File: src/rtl/wb_master_pkg.sv
// Shared types and constants for the wb_master Wishbone initiator.
package wb_master_pkg;

    typedef enum logic [2:0] {
        StIdle,
        StFetch,
        StBus,
        StHold,
        StFin
    } state_e;

    localparam logic [2:0] CTI_CLASSIC = 3'b000;
    localparam logic [2:0] CTI_INCR    = 3'b010;
    localparam logic [2:0] CTI_END     = 3'b111;

    localparam int unsigned ADDR_INC = 4;

endpackage

File: src/rtl/wb_master.sv
// Wishbone B4 classic/registered-feedback initiator: single accesses and incrementing bursts.
// Defining WB_MASTER_TIMEOUT_EN adds a stalled-strobe abort after TIMEOUT_CYCLES.
module wb_master
    import wb_master_pkg::*;
#(
    parameter int unsigned ADDR_W         = 26,
    parameter int unsigned DATA_W         = 32,
    parameter int unsigned MAX_BEATS      = 16,
    parameter int unsigned TIMEOUT_CYCLES = 255,
    localparam int unsigned SEL_W         = DATA_W / 8,
    localparam int unsigned LEN_W         = $clog2(MAX_BEATS)
) (
    input  logic              clk,
    input  logic              reset,

    input  logic              cmd_valid,
    output logic              cmd_ready,
    input  logic              cmd_we,
    input  logic [ADDR_W-1:0] cmd_addr,
    input  logic [SEL_W-1:0]  cmd_sel,
    input  logic [LEN_W-1:0]  cmd_len,

    input  logic              wr_valid,
    output logic              wr_ready,
    input  logic [DATA_W-1:0] wr_data,

    output logic              rd_valid,
    input  logic              rd_ready,
    output logic [DATA_W-1:0] rd_data,

    output logic              done,
    output logic              err,

    output logic              cyc_o,
    output logic              stb_o,
    output logic              we_o,
    output logic [ADDR_W-1:0] addr_o,
    output logic [DATA_W-1:0] dat_o,
    output logic [SEL_W-1:0]  sel_o,
    output logic [2:0]        cti_o,
    input  logic              ack_i,
    input  logic [DATA_W-1:0] dat_i
);

    state_e r_state;
    state_e w_state_next;

    logic [ADDR_W-1:0] r_addr;
    logic [SEL_W-1:0]  r_sel;
    logic [DATA_W-1:0] r_dat;
    logic [DATA_W-1:0] r_rd_data;
    logic [LEN_W-1:0]  r_beats;
    logic              r_we;
    logic              r_single;
    logic              r_open;

    logic w_accept;
    logic w_ack;
    logic w_last;
    logic w_abort;

    assign w_accept = (r_state == StIdle) && cmd_valid;
    assign w_ack    = (r_state == StBus) && ack_i;
    // r_beats counts beats remaining after the current one
    assign w_last   = (r_beats == '0);

    assign we_o    = r_we;
    assign addr_o  = r_addr;
    assign sel_o   = r_sel;
    assign dat_o   = r_dat;
    assign rd_data = r_rd_data;

`ifdef WB_MASTER_TIMEOUT_EN
    localparam int unsigned TO_W = $clog2(TIMEOUT_CYCLES + 1);

    logic [TO_W-1:0] r_to_cnt;
    logic            r_err;

    always_ff @(posedge clk or negedge reset) begin
        if (!reset) begin
            r_to_cnt <= '0;
        end else if (r_state != StBus || ack_i) begin
            r_to_cnt <= '0;
        end else begin
            r_to_cnt <= r_to_cnt + 1'b1;
        end
    end

    // Abort on the last permitted stalled cycle so stb_o is high exactly TIMEOUT_CYCLES cycles
    assign w_abort = (r_state == StBus) && !ack_i && (r_to_cnt == TO_W'(TIMEOUT_CYCLES - 1));

    always_ff @(posedge clk or negedge reset) begin
        if (!reset) begin
            r_err <= 1'b0;
        end else if (w_abort) begin
            r_err <= 1'b1;
        end else if (w_accept) begin
            r_err <= 1'b0;
        end
    end

    assign err = (r_state == StFin) && r_err;
`else
    logic w_unused_timeout;

    assign w_unused_timeout = |TIMEOUT_CYCLES;
    assign w_abort          = 1'b0;
    assign err              = 1'b0;
`endif

    always_ff @(posedge clk or negedge reset) begin
        if (!reset) begin
            r_state <= StIdle;
        end else begin
            r_state <= w_state_next;
        end
    end

    always_comb begin
        w_state_next = r_state;
        cmd_ready    = 1'b0;
        wr_ready     = 1'b0;
        rd_valid     = 1'b0;
        done         = 1'b0;
        cyc_o        = 1'b0;
        stb_o        = 1'b0;
        cti_o        = CTI_CLASSIC;
        unique case (r_state)
            StIdle: begin
                cmd_ready = reset;
                if (cmd_valid) begin
                    w_state_next = cmd_we ? StFetch : StBus;
                end
            end
            StFetch: begin
                wr_ready = 1'b1;
                cyc_o    = r_open;
                if (wr_valid) begin
                    w_state_next = StBus;
                end
            end
            StBus: begin
                cyc_o = 1'b1;
                stb_o = 1'b1;
                if (!r_single) begin
                    cti_o = w_last ? CTI_END : CTI_INCR;
                end
                if (w_abort) begin
                    w_state_next = StFin;
                end else if (ack_i) begin
                    if (r_we) begin
                        w_state_next = w_last ? StFin : StFetch;
                    end else begin
                        w_state_next = StHold;
                    end
                end
            end
            StHold: begin
                cyc_o    = 1'b1;
                rd_valid = 1'b1;
                if (rd_ready) begin
                    w_state_next = w_last ? StFin : StBus;
                end
            end
            StFin: begin
                done         = 1'b1;
                w_state_next = StIdle;
            end
            default: begin
                w_state_next = StIdle;
            end
        endcase
    end

    always_ff @(posedge clk or negedge reset) begin
        if (!reset) begin
            r_we      <= 1'b0;
            r_addr    <= '0;
            r_sel     <= '0;
            r_beats   <= '0;
            r_single  <= 1'b0;
            r_dat     <= '0;
            r_rd_data <= '0;
            r_open    <= 1'b0;
        end else begin
            if (w_accept) begin
                r_we     <= cmd_we;
                r_addr   <= cmd_addr;
                r_sel    <= cmd_sel;
                r_beats  <= cmd_len;
                r_single <= (cmd_len == '0);
            end
            if (r_state == StFetch && wr_valid) begin
                r_dat <= wr_data;
            end
            if (w_ack) begin
                r_addr <= r_addr + ADDR_W'(ADDR_INC);
                if (r_we) begin
                    if (!w_last) begin
                        r_beats <= r_beats - 1'b1;
                    end
                end else begin
                    r_rd_data <= dat_i;
                end
            end
            // Reads retire a beat only once the consumer has taken the data
            if (r_state == StHold && rd_ready && !w_last) begin
                r_beats <= r_beats - 1'b1;
            end
            if (r_state == StBus) begin
                r_open <= 1'b1;
            end else if (r_state == StFin) begin
                r_open <= 1'b0;
            end
        end
    end

endmodule
File: config.mk
export PLATFORM = sky130hd
export DESIGN_NAME = wb_master
export DESIGN_NICKNAME = d
export VERILOG_FILES = /design/src/rtl/wb_master_pkg.sv /design/src/rtl/wb_master.sv
export SDC_FILE = /design/constraint.sdc
export NUM_CORES = 1
export LEC_CHECK = 0
export BUFFER_PORTS_ARGS = -buffer_cell sky130_fd_sc_hd__buf_2
export CAP_MARGIN = 20
export CORE_MARGIN = 3
export CORE_UTILIZATION = 40
export DETAILED_ROUTE_END_ITERATION = 12
export HOLD_SLACK_MARGIN = 0.08
export PLACE_DENSITY = 0.8
export SYNTH_ARGS = -nofsm -noshare
export SYNTH_HDL_FRONTEND = slang
export SYNTH_SLANG_ARGS = --single-unit
File: constraint.sdc
create_clock -name clk -period 2.1 [get_ports clk]
set_input_delay 0.21 -clock clk [delete_from_list [all_inputs] [get_ports clk]]
set_output_delay 0.21 -clock clk [all_outputs]
set_load 0.05 [all_outputs]
==> qor.yml, run 1 <==
vias: 4082
cp_max_fo: 5
clock_skew_ps: 7.693
crit_start: "r_beats[0]"
gp_congestion: 0.9068
required_ps: 1890
utilization_pct: 58.24
tightestPinTransition_ps: 566.3
drive_gt1_share_pct: 50.55
dpl_cell_area_um2: 5952
slew_headroom_pct: 62.25
p_leak_nw: 3.129
pwr-share-clk_pct: 14.4
die_h_um: 114.4
fin_nets: 734
postRouteAntennaNets: 0
ys_seq_elements: 104
finalCriticalPeriod_ps: 2061
irDropWorstVdd_uv: 1276
cp.arrival_ps: 1850
grt_max_degree: 105
grt_usage_pct: 18.73
fillers: 898
synth_enable_flop_cells: 0
finalHoldViolCount: 0
hpwlAfterDp_um: 9037
min_from: "wr_data[28]"
async_reset_ff_share_pct: 100.0
power_mw: 12.25
drt_first_pass_iters: 5
pwr_density_cell_nw_per_um2: 1883
drt-vias-per-instance: 5.294
drt_iter0_drc: 221
setup_viol: 0
dp_slack_ps: -21.83
finalWorstSetupSlack_ps: 38.80
p_switching_mw: 6.320
grt_pass1_wl_um: 19490
regArea_um2: 2606
yosys_warnings: 0
gr-total-overflow: 0
insertion_delay_ps: 340
n_antenna_cell: 0
drt-wirelength-per-cell_um: 16.08
synth.net_count: 508
cp-start-kind: "register"
multi_input_area_um2: 1986
clkTransAtPathRegs_ps: 70
most-common-layout-cells: "205 x buf_2, 101 x dfrtp_1, 61 x mux2_2"
antenna_found_initial: 0
clk_path_buf_depth: 2
ys.flop_type: "dfrtp_1"
clockRootBuffer: "clkbuf_16"
cts_num_sinks: 104
cap_violations: 0
wl_um: 12400
ys_seq_area_share_pct: 55.36
mostFrequentLayoutCell: "buf_2"
pin_count: 210
combPwrFrac_pct: 55.3
die_area_um2: 13090
max_freq_ghz: 0.4852
sw_frac_of_total_pct: 51.57
h-tree-depth: 3
area_delta_synth_final_pct: 38.43
power.share.sequential_pct: 30.3
crit_type: "reg2out"
avgSynthCellArea_um2: 11.72
die_width_um: 114.4
endpoint_kind: "primary output"
hp-class: "in2reg"
synth_cells: 401
core_region_area_um2: 11170
intPower_mw: 5.934
rr_startpoint: "r_state[0]"
status: "finished clean"
numCtsBuffers: 9
start_util_pct: 42.07
drc: 0
cts_tree: "done"
grt_pass1_vias: 3896
port-buffer-count: 208
synth_cell_types: 53
design_area_um2: 6507
num_rows: 38
slew_viol_final: 0
fin_crit_sh_pct: 98.15
syn_area_um2: 4701
-- stage by stage --
step                std cells  setup TNS, ps  hold WS, ps
finish                    771              0        95.73
CTS                       769              0        80.13
global placement          735              0        311.3
floorplan                 401         -144.7       -85.59
global route              771         -13.14        80.41
detailed placement        735         -36.66        320.8
-- power by group through the flow --
stage	Clock, mW	Combinational, mW	Sequential [mW]
after global routing	1.89	7.15	3.87
final	1.77	6.78	3.71
after detailed placement	0	6.73	3.72
after CTS	1.81	6.78	3.70
after global placement	0	6.62	3.66
after floorplan	0	2.01	6.73
-- timing repair --
item / in CTS / in global routing
hold buffers: 19 / 1
endpoints found under the hold margin: 122 / 1
setup buffers: 0 / 1
pin swaps: 1 / 1
gates resized for setup: 6 / 6
endpoints found under the setup margin: 6 / 39
-- layer usage --
metal / global-route usage [%] / part of all wire (%)
met5: 0 / 0
met2: 31.12 / 49
met1: 23.86 / 40
met4: 7.838 / 2.2
met3: 3.700 / 8.4
-- cells in the mapped netlist (all sizes together), types with 3 or more instances --
cell    count  area share (%)
a221o       6             1.3
nor2       17             1.4
dfrtp     104              55
o311ai      9             1.7
buf        18             2.6
a21oi      10             1.1
mux2i       4            0.85
a22oi       3            0.48
and2        4            0.53
nand2      58             4.6
nor4        6             1.1
nand3      13             1.4
clkbuf      6            0.48
or4         4            0.64
nand4       6            0.93
nor3        6            0.75
nand2b      4            0.69
inv         7            0.56
o21ai      13             1.4
o211ai      5            0.80
mux2       64              15
and3        3            0.40
-- cells by family after synthesis --
family | after synthesis | share of synthesized area, %
simple gates | 131 | 14.05
flops | 104 | 55.36
mux | 69 | 16.66
compound gates | 61 | 9.343
buf+inv | 31 | 3.593
fa+ha+maj | 2 | 0.5323
xor+xnor | 2 | 0.3727
other cells | 1 | 0.07977
-- critical path, stage by stage (launching register included) --
cell     delay, ps
dfrtp_1        390
inv_2          100
ha_4           150
or3b_4         410
nor3_4         250
buf_6          190
-- registers in the layout, summed over array words and instances, names as in the netlist --
register and count:
addr_o 26, r_beats 4, we_o 1, r_open 1, dat_o 32, r_single 1, sel_o 4, rd_data 32
r_state 3
-- cell type report --
type,instances,area share [%]
repair buffers,239,21.53
flip-flops and latches,104,40.05
well taps,140,2.692
multi-input cells,266,30.51
clock buffers,9,3.461
inverters,7,0.4614
clock inverters,6,1.288
-- final timing paths --
kind | endpoint | slack [ps] | depth (start not counted)
setup / recovery | cti_o[0] | 40 | 5
hold / removal | dat_o[28] | 100 | 2
setup reg to reg | rd_data[9] | 120 | 7
hold reg to reg | addr_o[1] | 480 | 2
max in group asynchronous | addr_o[12] | 1160 | 3
min in group asynchronous | dat_o[6] | 450 | 3
No activity file was read; power rests on OpenSTA's default activity.
==> inputs of run 2 (changes only) <==
--- a/config.mk
+++ b/config.mk
@@ -7,11 +7,14 @@
 export LEC_CHECK = 0
 export BUFFER_PORTS_ARGS = -buffer_cell sky130_fd_sc_hd__buf_2
 export CAP_MARGIN = 20
+export CELL_PAD_IN_SITES_DETAIL_PLACEMENT = 1
+export CELL_PAD_IN_SITES_GLOBAL_PLACEMENT = 2
 export CORE_MARGIN = 3
-export CORE_UTILIZATION = 40
+export CORE_UTILIZATION = 28
+export CTS_CLUSTER_DIAMETER = 120
 export DETAILED_ROUTE_END_ITERATION = 12
 export HOLD_SLACK_MARGIN = 0.08
-export PLACE_DENSITY = 0.8
+export PLACE_DENSITY = 0.89
 export SYNTH_ARGS = -nofsm -noshare
 export SYNTH_HDL_FRONTEND = slang
 export SYNTH_SLANG_ARGS = --single-unit
==> run 2 against run 1 <==
Sequential share of layout area shrank 1.4 points. Highest routed layer is now met5. Critical path depth is the same. Cell area rose by 3.6%.
==> qor.yml, run 2 (synthesis gave the netlist of run 1 again) <==
status: "finished clean"
clock_skew_ps: 7.342  # -0.3506 ps
setup_viol: 0  # unchanged
drt_first_pass_iters: 4  # -1
vias: 4214  # +3.2%
grt_usage_pct: 16.70  # -2.0 points
cp-start-kind: "register"
finalHoldWorstSlack_ps: 88.49  # -7.237 ps
power.share.sequential_pct: 29.7  # -0.6 points
tightestPinTransition_ps: 566.3  # +0.05275 ps
r2r-end: "addr_o[22]"
min_from: "cmd_addr[8]"
irDropWorstVdd_uv: 747.6  # -41%
cp_num_buf_inv: 2  # unchanged
slew_viol_final: 0  # unchanged
fin_nets: 752  # +2.5%
cts_tree: "done"
clockRootBuffer: "clkbuf_16"
dp_slack_ps: 125.9  # +147.7 ps
tns_ps: 0  # unchanged
wl_um: 15680  # +26%
r2r_slack_ps: 140  # +20 ps
numCtsBuffers: 9  # unchanged
grt_max_degree: 105  # unchanged
pwr_density_cell_nw_per_um2: 1846  # -2.0%
fin_crit_sh_pct: 95.93  # -2.2 points
crit_slowest_cell: "or3b_4"
die_width_um: 135.6  # +19%
crit_family: "simple AND/OR/NAND/NOR gates"
die_h_um: 135.6  # +19%
cp.arrival_ps: 1800  # -50 ps
h-tree-depth: 3  # unchanged
core_region_area_um2: 16170  # +45%
p_leak_nw: 3.199  # +2.2%
rr_startpoint: "addr_o[12]"
antenna_found_initial: 1  # +1
hold-path-cell-count: 3  # +1
sw_frac_of_total_pct: 52.79  # +1.2 points
drt_iter0_drc: 135  # -39%
intPower_mw: 5.877  # -0.97%
pin_count: 210  # unchanged
finalCriticalPeriod_ps: 2014  # -46.77 ps
hp-class: "in2reg"
cp_max_fo: 3  # -2
gp_congestion: 0.8099  # -11%
pwr-share-clk_pct: 14.3  # about the same
grt_pass1_wl_um: 24100  # +24%
cap_violations: 0  # unchanged
reg2regPathDepth: 5  # -2
drt-vias-per-instance: 4.866  # -8.1%
start_util_pct: 29.07  # -13 points
drt-wirelength-per-cell_um: 18.11  # +13%
required_ps: 1890  # about the same
area_delta_synth_final_pct: 43.47
fillers: 1849  # +110%
hold_end: "addr_o[8]"
clkTransAtPathRegs_ps: 70  # about the same
postRouteAntennaNets: 0  # unchanged
mostFrequentLayoutCell: "buf_2"
cts_num_sinks: 104  # unchanged
slew_headroom_pct: 62.25  # about the same
drc: 0  # unchanged
utilization_pct: 41.70  # -17 points
finalHoldViolCount: 0  # unchanged
hpwlAfterDp_um: 11560  # +28%
max_stage_delay_ps: 410  # about the same
most-common-layout-cells: "205 x buf_2, 102 x dfrtp_1, 61 x mux2_2"
finalWorstSetupSlack_ps: 85.57  # +46.77 ps
crit_type: "reg2out"
clk_path_buf_depth: 2  # unchanged
p_switching_mw: 6.572  # +4.0%
grt_pass1_vias: 4550  # +17%
num_rows: 46  # +21%
n_antenna_cell: 0  # unchanged
die_area_um2: 18380  # +40%
rsz0062_at_grt: "no"
drive_gt1_share_pct: 49.54  # -1.0 points
worstPathCellList: "inv_1, ha_2, or3b_4, nor3_4, buf_6"
combPwrFrac_pct: 56.0  # +0.7 points
max_freq_ghz: 0.4964  # +2.3%
insertion_delay_ps: 350  # about the same
endpoint_kind: "primary output"
gr-total-overflow: 0  # unchanged
port-buffer-count: 208  # unchanged
==> run 2: changes by cell type in the layout (fill, tap and decap cells not counted), moves of 2 or more <==
cell           previous run  this run
dlygate4sd3_1            20        33
inv_8                     0         3
clkinv_2                  3         1
buf_4                     7        13
==> run 2: timing repair <==
action	in CTS	in global routing
resized for setup	6	1
hold endpoints to repair	135	1
hold buffers	32	1
setup buffers	1	0
endpoints found under the setup margin	2	2
pin swaps	0	1
==> run 2: layout make-up <==
| cell class | count | area [um^2] | share of cell area [%] |
|---|---|---|---|
| inverters | 7 | 30.03 | 0.4453 |
| repair buffers | 257 | 1556 | 23.08 |
| multi-input cells | 266 | 1972 | 29.24 |
| well taps | 216 | 270.3 | 4.007 |
| clock inverters | 7 | 85.08 | 1.262 |
| clock buffers | 9 | 225.2 | 3.340 |
| flip-flops and latches | 104 | 2605 | 38.63 |
==> run 2: worst max-delay path by stage <==
| stage | end | from | depth (start not counted) |
|---|---|---|---|
| 2_1_floorplan | cti_o[2] | r_beats[0] | 6 |
| 3_3_place_gp | cti_o[0] | r_beats[0] | 5 |
| 3_5_place_dp | addr_o[22] | addr_o[12] | 5 |
| 4_1_cts | cti_o[0] | r_beats[0] | 5 |
| 5_1_grt | cti_o[2] | r_beats[1] | 5 |
| 6_report | cti_o[0] | r_beats[1] | 5 |
==> run 2: tightest hold or removal path, stage by stage <==
cell and delay, ps:
buf_2 80, nand2_1 40, o311ai_0 70
==> run 2: through the flow <==
stage | instance area (um^2) | instances | power, mW
after detailed placement | 6078 | 816 | 10.68
after global placement | 6078 | 816 | 10.45
after CTS | 6734 | 865 | 12.56
after floorplan | 4728 | 401 | 8.741
final | 6744 | 866 | 12.45
after global routing | 6744 | 866 | 13.13
==> run 2: power by group through the flow <==
| stage | clock network, mW | logic (mW) | registers, mW |
|---|---|---|---|
| final | 1.78 | 6.97 | 3.70 |
| after global routing | 1.92 | 7.35 | 3.85 |
| after CTS | 1.84 | 7.02 | 3.70 |
| after detailed placement | 0 | 6.95 | 3.73 |
| after global placement | 0 | 6.81 | 3.64 |
| after floorplan | 0 | 2.01 | 6.73 |
==> run 2: metal layers <==
layer | track usage, % | routed length, um
met2 | 29.20 | 8033
met3 | 4.495 | 1153
met4 | 6.887 | 372
met1 | 19.33 | 6111
met5 | 0 | 10
